File: src/rtl/audio_pkg.sv
// Shared widths and sample type for the I2S audio transmitter.
package audio_pkg;
  localparam int SAMPLE_W   = 23;  // producer mix accumulator width
  localparam int PCM_W      = 16;  // DAC word width
  localparam int SLOT_W     = 32;  // BCK periods per channel slot
  localparam int FRAME_BITS = 64;  // BCK periods per stereo frame

  typedef logic signed [PCM_W-1:0] pcm_t;
endpackage

File: src/rtl/audio_sample_conv.sv
// Scales a signed 23-bit mix sample down to 16-bit PCM.
// Build option: define AUDIO_SATURATE_EN to clamp out-of-range values
// instead of letting them wrap.
module audio_sample_conv
  import audio_pkg::*;
(
  input  logic [SAMPLE_W-1:0] in,
  input  logic [2:0]          shift,
  output pcm_t                pcm
);

  logic signed [SAMPLE_W-1:0] s;

  // Arithmetic shift, then either clamp to the 16-bit range or keep the low bits
  always_comb begin
    s   = $signed(in) >>> shift;
    pcm = s[PCM_W-1:0];
`ifdef AUDIO_SATURATE_EN
    // In range only when every bit above bit 15 matches the sign bit
    if (!s[SAMPLE_W-1] && (s[SAMPLE_W-2:PCM_W-1] != '0)) begin
      pcm = 16'sh7FFF;
    end else if (s[SAMPLE_W-1] && (s[SAMPLE_W-2:PCM_W-1] != '1)) begin
      pcm = 16'sh8000;
    end
`endif
  end

endmodule

File: src/rtl/audio_i2s_tx.sv
// Frame-rate master and Philips I2S serializer for the PSG stereo mix.
// Build option: AUDIO_SATURATE_EN (passed to audio_sample_conv) selects
// clamping instead of wrap-around on 16-bit overflow.
//
// Producer contract (no ready/valid): next_sample pulses for one clk at each
// frame wrap, and left_in/right_in are sampled in that same clk. The producer
// must present the next pair within 2*BCK_DIV*64-2 clk of the pulse and hold
// it until the following pulse.
module audio_i2s_tx
  import audio_pkg::*;
#(
  parameter int BCK_DIV   = 4,  // clk cycles per BCK half-period (>=2)
  parameter int OUT_SHIFT = 6   // right shift before 16-bit conversion (0..7)
) (
  input  logic                clk,
  input  logic                rst_n,
  input  logic [SAMPLE_W-1:0] left_in,
  input  logic [SAMPLE_W-1:0] right_in,
  output logic                next_sample,
  output logic                i2s_bck,
  output logic                i2s_lrck,
  output logic                i2s_data
);

  localparam int              DIV_W       = $clog2(BCK_DIV);
  localparam logic [DIV_W-1:0] DIV_LAST   = DIV_W'(BCK_DIV - 1);
  localparam logic [5:0]      BIT_WRAP    = 6'd0;
  localparam logic [5:0]      BIT_LAST    = 6'(FRAME_BITS - 1);
  localparam logic [5:0]      BIT_RIGHT0  = 6'(SLOT_W);
  localparam logic [5:0]      BIT_LRCK_HI = 6'(SLOT_W - 1);
  localparam logic [4:0]      PAD_FIRST   = 5'(PCM_W);

  logic [DIV_W-1:0] div_cnt;
  logic [5:0]       bit_cnt;
  logic [5:0]       bit_nxt;
  logic             fall;
  pcm_t             left_pcm;
  pcm_t             right_pcm;
  pcm_t             held_right;
  logic [PCM_W-1:0] left_sr;
  logic [PCM_W-1:0] right_sr;
  logic [PCM_W-1:0] left_sr_nxt;
  logic [PCM_W-1:0] right_sr_nxt;
  logic             data_nxt;

  audio_sample_conv u_conv_left (
    .in    (left_in),
    .shift (3'(OUT_SHIFT)),
    .pcm   (left_pcm)
  );

  audio_sample_conv u_conv_right (
    .in    (right_in),
    .shift (3'(OUT_SHIFT)),
    .pcm   (right_pcm)
  );

  // A fall is the divider wrap while BCK is high; everything serial advances on it
  assign fall    = (div_cnt == DIV_LAST) && i2s_bck;
  assign bit_nxt = bit_cnt + 6'd1;

  // Next shift-register contents and serial bit for the upcoming bit position
  always_comb begin
    left_sr_nxt  = left_sr;
    right_sr_nxt = right_sr;
    if (bit_nxt == BIT_WRAP) begin
      left_sr_nxt = left_pcm;
    end else if (!bit_nxt[5]) begin
      left_sr_nxt = {left_sr[PCM_W-2:0], 1'b0};
    end
    // Right word comes from the pair captured at the wrap, never from the live input
    if (bit_nxt == BIT_RIGHT0) begin
      right_sr_nxt = held_right;
    end else if (bit_nxt[5]) begin
      right_sr_nxt = {right_sr[PCM_W-2:0], 1'b0};
    end
    if (bit_nxt[4:0] >= PAD_FIRST) begin
      data_nxt = 1'b0;
    end else if (bit_nxt[5]) begin
      data_nxt = right_sr_nxt[PCM_W-1];
    end else begin
      data_nxt = left_sr_nxt[PCM_W-1];
    end
  end

  // Divider, bit counter, frame strobe, sample capture and registered I2S pins
  always_ff @(posedge clk or negedge rst_n) begin
    if (!rst_n) begin
      div_cnt     <= '0;
      bit_cnt     <= BIT_LAST;
      left_sr     <= '0;
      right_sr    <= '0;
      held_right  <= '0;
      next_sample <= 1'b0;
      i2s_bck     <= 1'b0;
      i2s_lrck    <= 1'b0;
      i2s_data    <= 1'b0;
    end else begin
      next_sample <= 1'b0;
      if (div_cnt == DIV_LAST) begin
        div_cnt <= '0;
        i2s_bck <= ~i2s_bck;
      end else begin
        div_cnt <= div_cnt + 1'b1;
      end
      if (fall) begin
        bit_cnt  <= bit_nxt;
        left_sr  <= left_sr_nxt;
        right_sr <= right_sr_nxt;
        i2s_data <= data_nxt;
        if (bit_nxt == BIT_WRAP) begin
          next_sample <= 1'b1;
          held_right  <= right_pcm;
        end
        // Word select switches one BCK ahead of each slot's MSB
        if (bit_nxt == BIT_LRCK_HI) begin
          i2s_lrck <= 1'b1;
        end else if (bit_nxt == BIT_LAST) begin
          i2s_lrck <= 1'b0;
        end
      end
    end
  end

endmodule
File: config.mk
export PLATFORM = sky130hd
export DESIGN_NAME = audio_i2s_tx
export DESIGN_NICKNAME = d
export VERILOG_FILES = /design/src/rtl/audio_pkg.sv /design/src/rtl/audio_sample_conv.sv /design/src/rtl/audio_i2s_tx.sv
export SDC_FILE = /design/constraint.sdc
export NUM_CORES = 1
export LEC_CHECK = 0
export BUFFER_PORTS_ARGS = -buffer_cell sky130_fd_sc_hd__buf_4
export CORE_ASPECT_RATIO = 0.8
export CORE_MARGIN = 4
export CORE_UTILIZATION = 30
export CTS_BUF_LIST = sky130_fd_sc_hd__clkbuf_8
export CTS_CLUSTER_SIZE = 14
export DETAILED_ROUTE_END_ITERATION = 7
export GPL_ROUTABILITY_DRIVEN = 1
export HOLD_SLACK_MARGIN = 0.15
export PLACE_DENSITY = 0.45
export SKIP_LAST_GASP = 1
export SYNTH_ARGS = -nofsm -noshare
export SYNTH_HDL_FRONTEND = slang
export SYNTH_HIERARCHICAL = 1
export SYNTH_SLANG_ARGS = --single-unit
File: constraint.sdc
create_clock -name clk -period 2.7 [get_ports clk]
set_input_delay 0.54 -clock clk [delete_from_list [all_inputs] [get_ports clk]]
set_output_delay 0.54 -clock clk [all_outputs]
set_load 0.05 [all_outputs]
# [Word-level counts from Yosys, hierarchy flattened]
# Cells that the tools add are included.
[classes] add_sub_neg=2 n_lt_le_gt_ge=1 eq_ne=5 mux=11 bitwise=1 reduce_logical=8
[op_table] cell="two-way mux 16 bit" n=4
[op_table] cell="== test 6 bit, second input constant" n=2
[op_table] cell="AND reduction 2 bit" n=4
[op_table] cell="adder 6 x 1 -> 6 bit, second input constant" n=1
[op_table] cell="== test 6 x 5 -> 1 bit, second input constant" n=1
[op_table] cell="zero test 6 bit" n=1
[op_table] cell="two-way mux 1 bit" n=6
[op_table] cell=">= comparator 5 bit, second input constant" n=1
[op_table] cell="nonzero test 2 bit" n=2
[op_table] cell="adder 2 x 1 -> 2 bit, second input constant" n=1
[op_table] cell="== test 2 bit, second input constant" n=1
[op_table] cell="two-way mux 2 bit" n=1
[op_table] cell="inequality test 2 x 1 -> 1 bit, second input constant" n=1
[op_table] cell="logical AND 1 bit" n=1
[op_table] cell="NOT 1 bit" n=1
[totals] regBits=60 in_bits=48 wordCells=39

# [Depth between registers and ports, before layout]
[depth] word_depth=5 depth_mapped=9

# [By module]
# Netlist, hierarchy kept.
[by_module_without_submodules] module="audio_i2s_tx" instances=1 cells_each=238 area_each_um2=2718.9 seq_area_each_um2=1458.9
[by_module_without_submodules] module="audio_sample_conv" instances=2 cells_each=88 area_each_um2=825.8 seq_area_each_um2=0.0

# [Worst setup path after synthesis]
# OpenSTA, ideal clock, no wires.
[synth_path] kind="register -> register" startpoint="register bit_cnt[4]" endpoint="register held_right[10]" setup_ns=0.125 arrival_time_ns=1.838 required_ns=2.575 slack_ns=0.737 stages_incl_launch_ff=8 period_less_slack_ns=1.963 cell_sequence="dfstp_2 -> buf_2 -> nand2_1 -> nor3_1 -> nor3_4 -> nand2_4 -> buf_6 -> mux2_4"
[synth_via] elab_chain_cells=3
[synth_lines] item="start: declaration" line="audio_i2s_tx.sv:34" source="logic [5:0] bit_cnt;"
[synth_lines] item="start signal: assignment" line="audio_i2s_tx.sv:107" source="bit_cnt <= bit_nxt;"
[synth_lines] item="adder 6 x 1 -> 6 bit" line="audio_i2s_tx.sv:60" source="assign bit_nxt = bit_cnt + 6'd1;"
[synth_lines] item="zero test 6 bit" line="audio_i2s_tx.sv:111" source="if (bit_nxt == BIT_WRAP) begin"
[synth_lines] item="AND reduction 2 bit (no source line)"
[synth_lines] item="end signal: assignment" line="audio_i2s_tx.sv:113" source="held_right <= right_pcm;"
[synth_lines] item="end: declaration" line="audio_i2s_tx.sv:39" source="pcm_t held_right;"
# Every way passes these cells.
# A chain may end at the register's enable or synchronous reset.

# [Final worst setup path]
[layout_path] startpoint="register bit_cnt[1]" endpoint="register right_sr[10]"
[layout_via] elab_chain_cells=4
[layout_lines] item="adder 6 x 1 -> 6 bit *" line="audio_i2s_tx.sv:60"
[layout_lines] item="== test 6 bit" line="audio_i2s_tx.sv:72" source="if (bit_nxt == BIT_RIGHT0) begin"
[layout_lines] item="nonzero test 2 bit (no source line)"
[layout_lines] item="AND reduction 2 bit (no source line)"
[layout_lines] item="end signal: assignment" line="audio_i2s_tx.sv:109" source="right_sr <= right_sr_nxt;"
[layout_lines] item="end: declaration" line="audio_i2s_tx.sv:41" source="logic [PCM_W-1:0] right_sr;"
# Every way passes the cells marked *; elsewhere a longest branch is shown, timed or not.

==> run summary <==
## Finish
• fill count: 1435
• proportion of layout cells with a drive suffix above 1: 29.1%
• number of nets at the end of the flow: 517
• growth of design area from synthesis to finish: 16.8%
• final standard cell count with taps included and fillers excluded: 655
• area of the multi-input gates: 2750 um^2
• sequential cell area: 1460 um^2
• Antenna Diode Count: 0

## Routing
• Wirelength per Cell: 16.7 um
• DRC viols: 0
• drt pass-1 iters: 4
• total length of routed wires: 10.9 mm
• routed vias: 3418
• number of DRC markers after the initial detailed-route iteration: 162
• remaining antenna violation count after routing: 0
• vias per cell: 5.22

## GRT
• GRT Overall Usage: 13.5%
• number of global-route vias before repair: 3290
• pin count of the biggest net entering global routing: 59
• global-route wire length before repair: 17.8 mm
• number of antenna violations at the first check in global routing: 0
• grt ovf: 0

## Die
• cell row count: 39
• Total Die Area: 16600 um^2
• height of the die: 116 um
• width of the chip: 143 um
• number of ports placed on the die boundary: 52
• area of the placeable core: 14300 um^2
• initial core utilization: 30.6%

## Synth
• Post-Synthesis Mean Instance Area: 10.6 um^2
• number of synthesis warnings: 6
• leading post-synthesis cells by cell area: sky130_fd_sc_hd__dfrtp_1 30%, sky130_fd_sc_hd__mux2i_1 15%, sky130_fd_sc_hd__mux2_2 7.2%, sky130_fd_sc_hd__mux4_2 4.1%, sky130_fd_sc_hd__nor2_1 4.0%
• cell area after synthesis: 4370 um^2
• cell type with the largest total area after synthesis: sky130_fd_sc_hd__dfrtp_1
• number of library cell types mapped by synthesis: 52
• share of the yosys chip area belonging to registers: 33.4%
• fraction of post-synthesis cell area in the top cell type by area: 29.8%
• FF+latch count, synth: 58
• number of standard cells after synthesis: 414

## Clock tree
• total clock buffers created by CTS: 9
• clock-pin slew on the worst setup and hold paths: 0.07 ns
• root buffer selected by CTS: sky130_fd_sc_hd__clkbuf_8
• # hold bufs at CTS: 0
• worst-skew pair later-pin latency: 0.34 ns
• number of sinks handled by clock tree synthesis: 58
• Setup Buffers After CTS: 0
• clock tree from TritonCTS: done
• total of cells resized after clock tree synthesis: 0
• number of buffers between clock root and the deepest sink: 2
• htree depth: 3

## STA
• final setup vio count: 0
• final worst path period need: 2.15 ns
• Clock Skews: 0.00864 ns
• final hold viol count: 0
• RSZ-0062 raised after global routing: no
• sum of negative setup slack: 0 ns
• part of the cycle the worst path needs: 79.7%
• minimum hold slack: 0.268 ns
• highest clock rate: 465 MHz
• headroom to the max-slew limit: 49.5%
• number of slew-limit violations in the final report: 0
• Least-Margin Pin Slew: 0.757 ns

## Setup path
• crit path max-delay cell type: sky130_fd_sc_hd__dfstp_2
• required arrival time at the worst endpoint: 2.96 ns
• origin of the critical flop-to-flop path: bit_cnt[1]
• CP delay by family, top: simple AND/OR/NAND/NOR gates
• combined buffer and inverter count along the critical path: 1
• Setup crit start kind: flop
• Worst setup EP type: flop
• maximum fanout along the worst path: 28
• maximum single-stage delay on the critical path: 0.63 ns
• Worst Setup SP: bit_cnt[1]
• ordered list of cells on the worst path: nand3_1 > nor3_1 > o21a_1 > buf_4 > nor2_1 > a21oi_1
• Arrival @ worst endpoint: 2.41 ns
• start-to-end type of the worst setup path: reg2reg

## Placed design
• estimated wirelength of the detail-placed design: 8.12 mm
• cell count after placement: 639
• number of port buffers: 51
• RD Place Congestion: 0.829

## Pwr
• largest voltage drop on the vdd net: 0.275 mV
• static leakage: 2.46 nW
• Power Density: 452 nW/um^2

## Status
• run status: finished, final reports clean

## Hold path
• type of the most critical hold path: in2async

## Job
• max-cap check violation count: 0

[cell usage in the layout (no fill, tap or decap), types with 3 or more instances in the layout]
cell                         n
sky130_fd_sc_hd__xor2_1      3
sky130_fd_sc_hd__buf_4      55
sky130_fd_sc_hd__conb_1     14
sky130_fd_sc_hd__ha_1        3
sky130_fd_sc_hd__a22o_1      4
sky130_fd_sc_hd__clkinv_2    3
sky130_fd_sc_hd__mux2_2     28
sky130_fd_sc_hd__nor2_1     46
sky130_fd_sc_hd__nor2b_1     8
sky130_fd_sc_hd__a221oi_2    6
sky130_fd_sc_hd__xnor2_1     3
sky130_fd_sc_hd__inv_1       6
sky130_fd_sc_hd__nand2b_1    9
sky130_fd_sc_hd__dfrtp_1    52
sky130_fd_sc_hd__a211oi_1    4
sky130_fd_sc_hd__a221oi_1    5
sky130_fd_sc_hd__mux2_4      9
sky130_fd_sc_hd__dfstp_2     6
sky130_fd_sc_hd__nand2_1    16
sky130_fd_sc_hd__o221ai_1    4
sky130_fd_sc_hd__mux2i_1    65
sky130_fd_sc_hd__clkbuf_8    9
sky130_fd_sc_hd__and2_1      3
sky130_fd_sc_hd__nor3_1      3
sky130_fd_sc_hd__a2bb2o_4    4
sky130_fd_sc_hd__mux4_2      8
sky130_fd_sc_hd__a21o_1      4
sky130_fd_sc_hd__bufinv_16   3
sky130_fd_sc_hd__a221o_1     9
sky130_fd_sc_hd__o22ai_1    20
sky130_fd_sc_hd__a21oi_1    29
sky130_fd_sc_hd__nand3_1     3
[final cells by class]
cell class	instances	area share, %
flip-flops and latches	58	28.6
clock inverters	7	2.13
clock buffers	9	2.43
inverters	5	0.368
well taps	184	4.51
repair buffers	55	8.09
multi-input cells	337	53.9
[where the power goes]
part / switching (mW) / internal [mW]
sequential: 0.0214 / 0.898
clock: 0.353 / 0.605
combinational: 0.210 / 0.222
total: 0.584 / 1.72
[cells in the mapped netlist (all sizes together)]
cell type / count
mux2i: 65
dfrtp: 52
nor2: 46
mux2: 39
a21oi: 29
buf: 22
o22ai: 20
nand2: 17
a221oi: 11
a221o: 9
nand2b: 9
mux4: 8
nor2b: 8
a211oi: 6
dfstp: 6
inv: 5
a21o: 4
a22o: 4
a2bb2o: 4
and2: 4
clkbuf: 4
nor3: 4
o221ai: 4
or2: 4
ha: 3
nand3: 3
xnor2: 3
xor2: 3
a211o: 2
a41o: 2
conb: 2
o21a: 2
o32ai: 2
a21boi: 1
and3: 1
and3b: 1
nand3b: 1
nand4: 1
o2111ai: 1
o21ai: 1
o22a: 1
[per-stage QoR]
| step | util (%) | total power, mW | cell area [um^2] | worst slack, ns |
|---|---|---|---|---|
| floorplan | - | 1.22 | 4420 | 0.737 |
| global placement | 34.1 | 1.35 | 4870 | 0.586 |
| detailed placement | 34.1 | 1.35 | 4870 | 0.548 |
| CTS | 35.7 | 2.33 | 5100 | 0.539 |
| global route | 35.7 | 2.42 | 5100 | 0.349 |
| finish | 35.7 | 2.31 | 5100 | 0.547 |
[path summary, 6_finish.rpt]
kind / endpoint / slack [ns] / cells past startpoint
min: i2s_lrck / 0.27 / 1
max: right_sr[10] / 0.55 / 6
min in group clk: div_cnt[0] / 0.43 / 1
max reg2reg: right_sr[10] / 0.55 / 6
min reg2reg: div_cnt[0] / 0.43 / 1
max in group asynchronous: left_sr[7] / 1.93 / 1
[cell families (layout without fill, tap and decap cells)]
logic type | count (synthesis) | in the layout | share of synthesized area, %
AOI/OAI and AO/OA | 103 | 103 | 19.0
buffers and inverters | 31 | 76 | 4.69
muxes | 112 | 112 | 29.8
xor gates and xnor gates | 6 | 6 | 1.20
adders and majority gates | 3 | 3 | 0.859
DFF | 58 | 58 | 33.4
other | 2 | 14 | 0.172
and+or+nand+nor | 99 | 99 | 10.9
[registers in the layout (all words and copies together), names as in the netlist, 2 cells and up]
| name | count |
|---|---|
| left_sr | 15 |
| right_sr | 15 |
| bit_cnt | 6 |
| held_right | 16 |
| div_cnt | 2 |
[metal layers]
metal / routed length (um) / track usage, % / share of wire [%] / vias up
li1: - / - / - / 1662
met1: 5810 / 20.8 / 53 / 1691
met2: 4690 / 19.0 / 43 / 59
met3: 355 / 2.97 / 3.2 / 6
met4: 78 / 3.10 / 0.71 / 0
met5: 0 / 0 / 0 / -
Note: power is estimated with default switching activity, not from simulation.
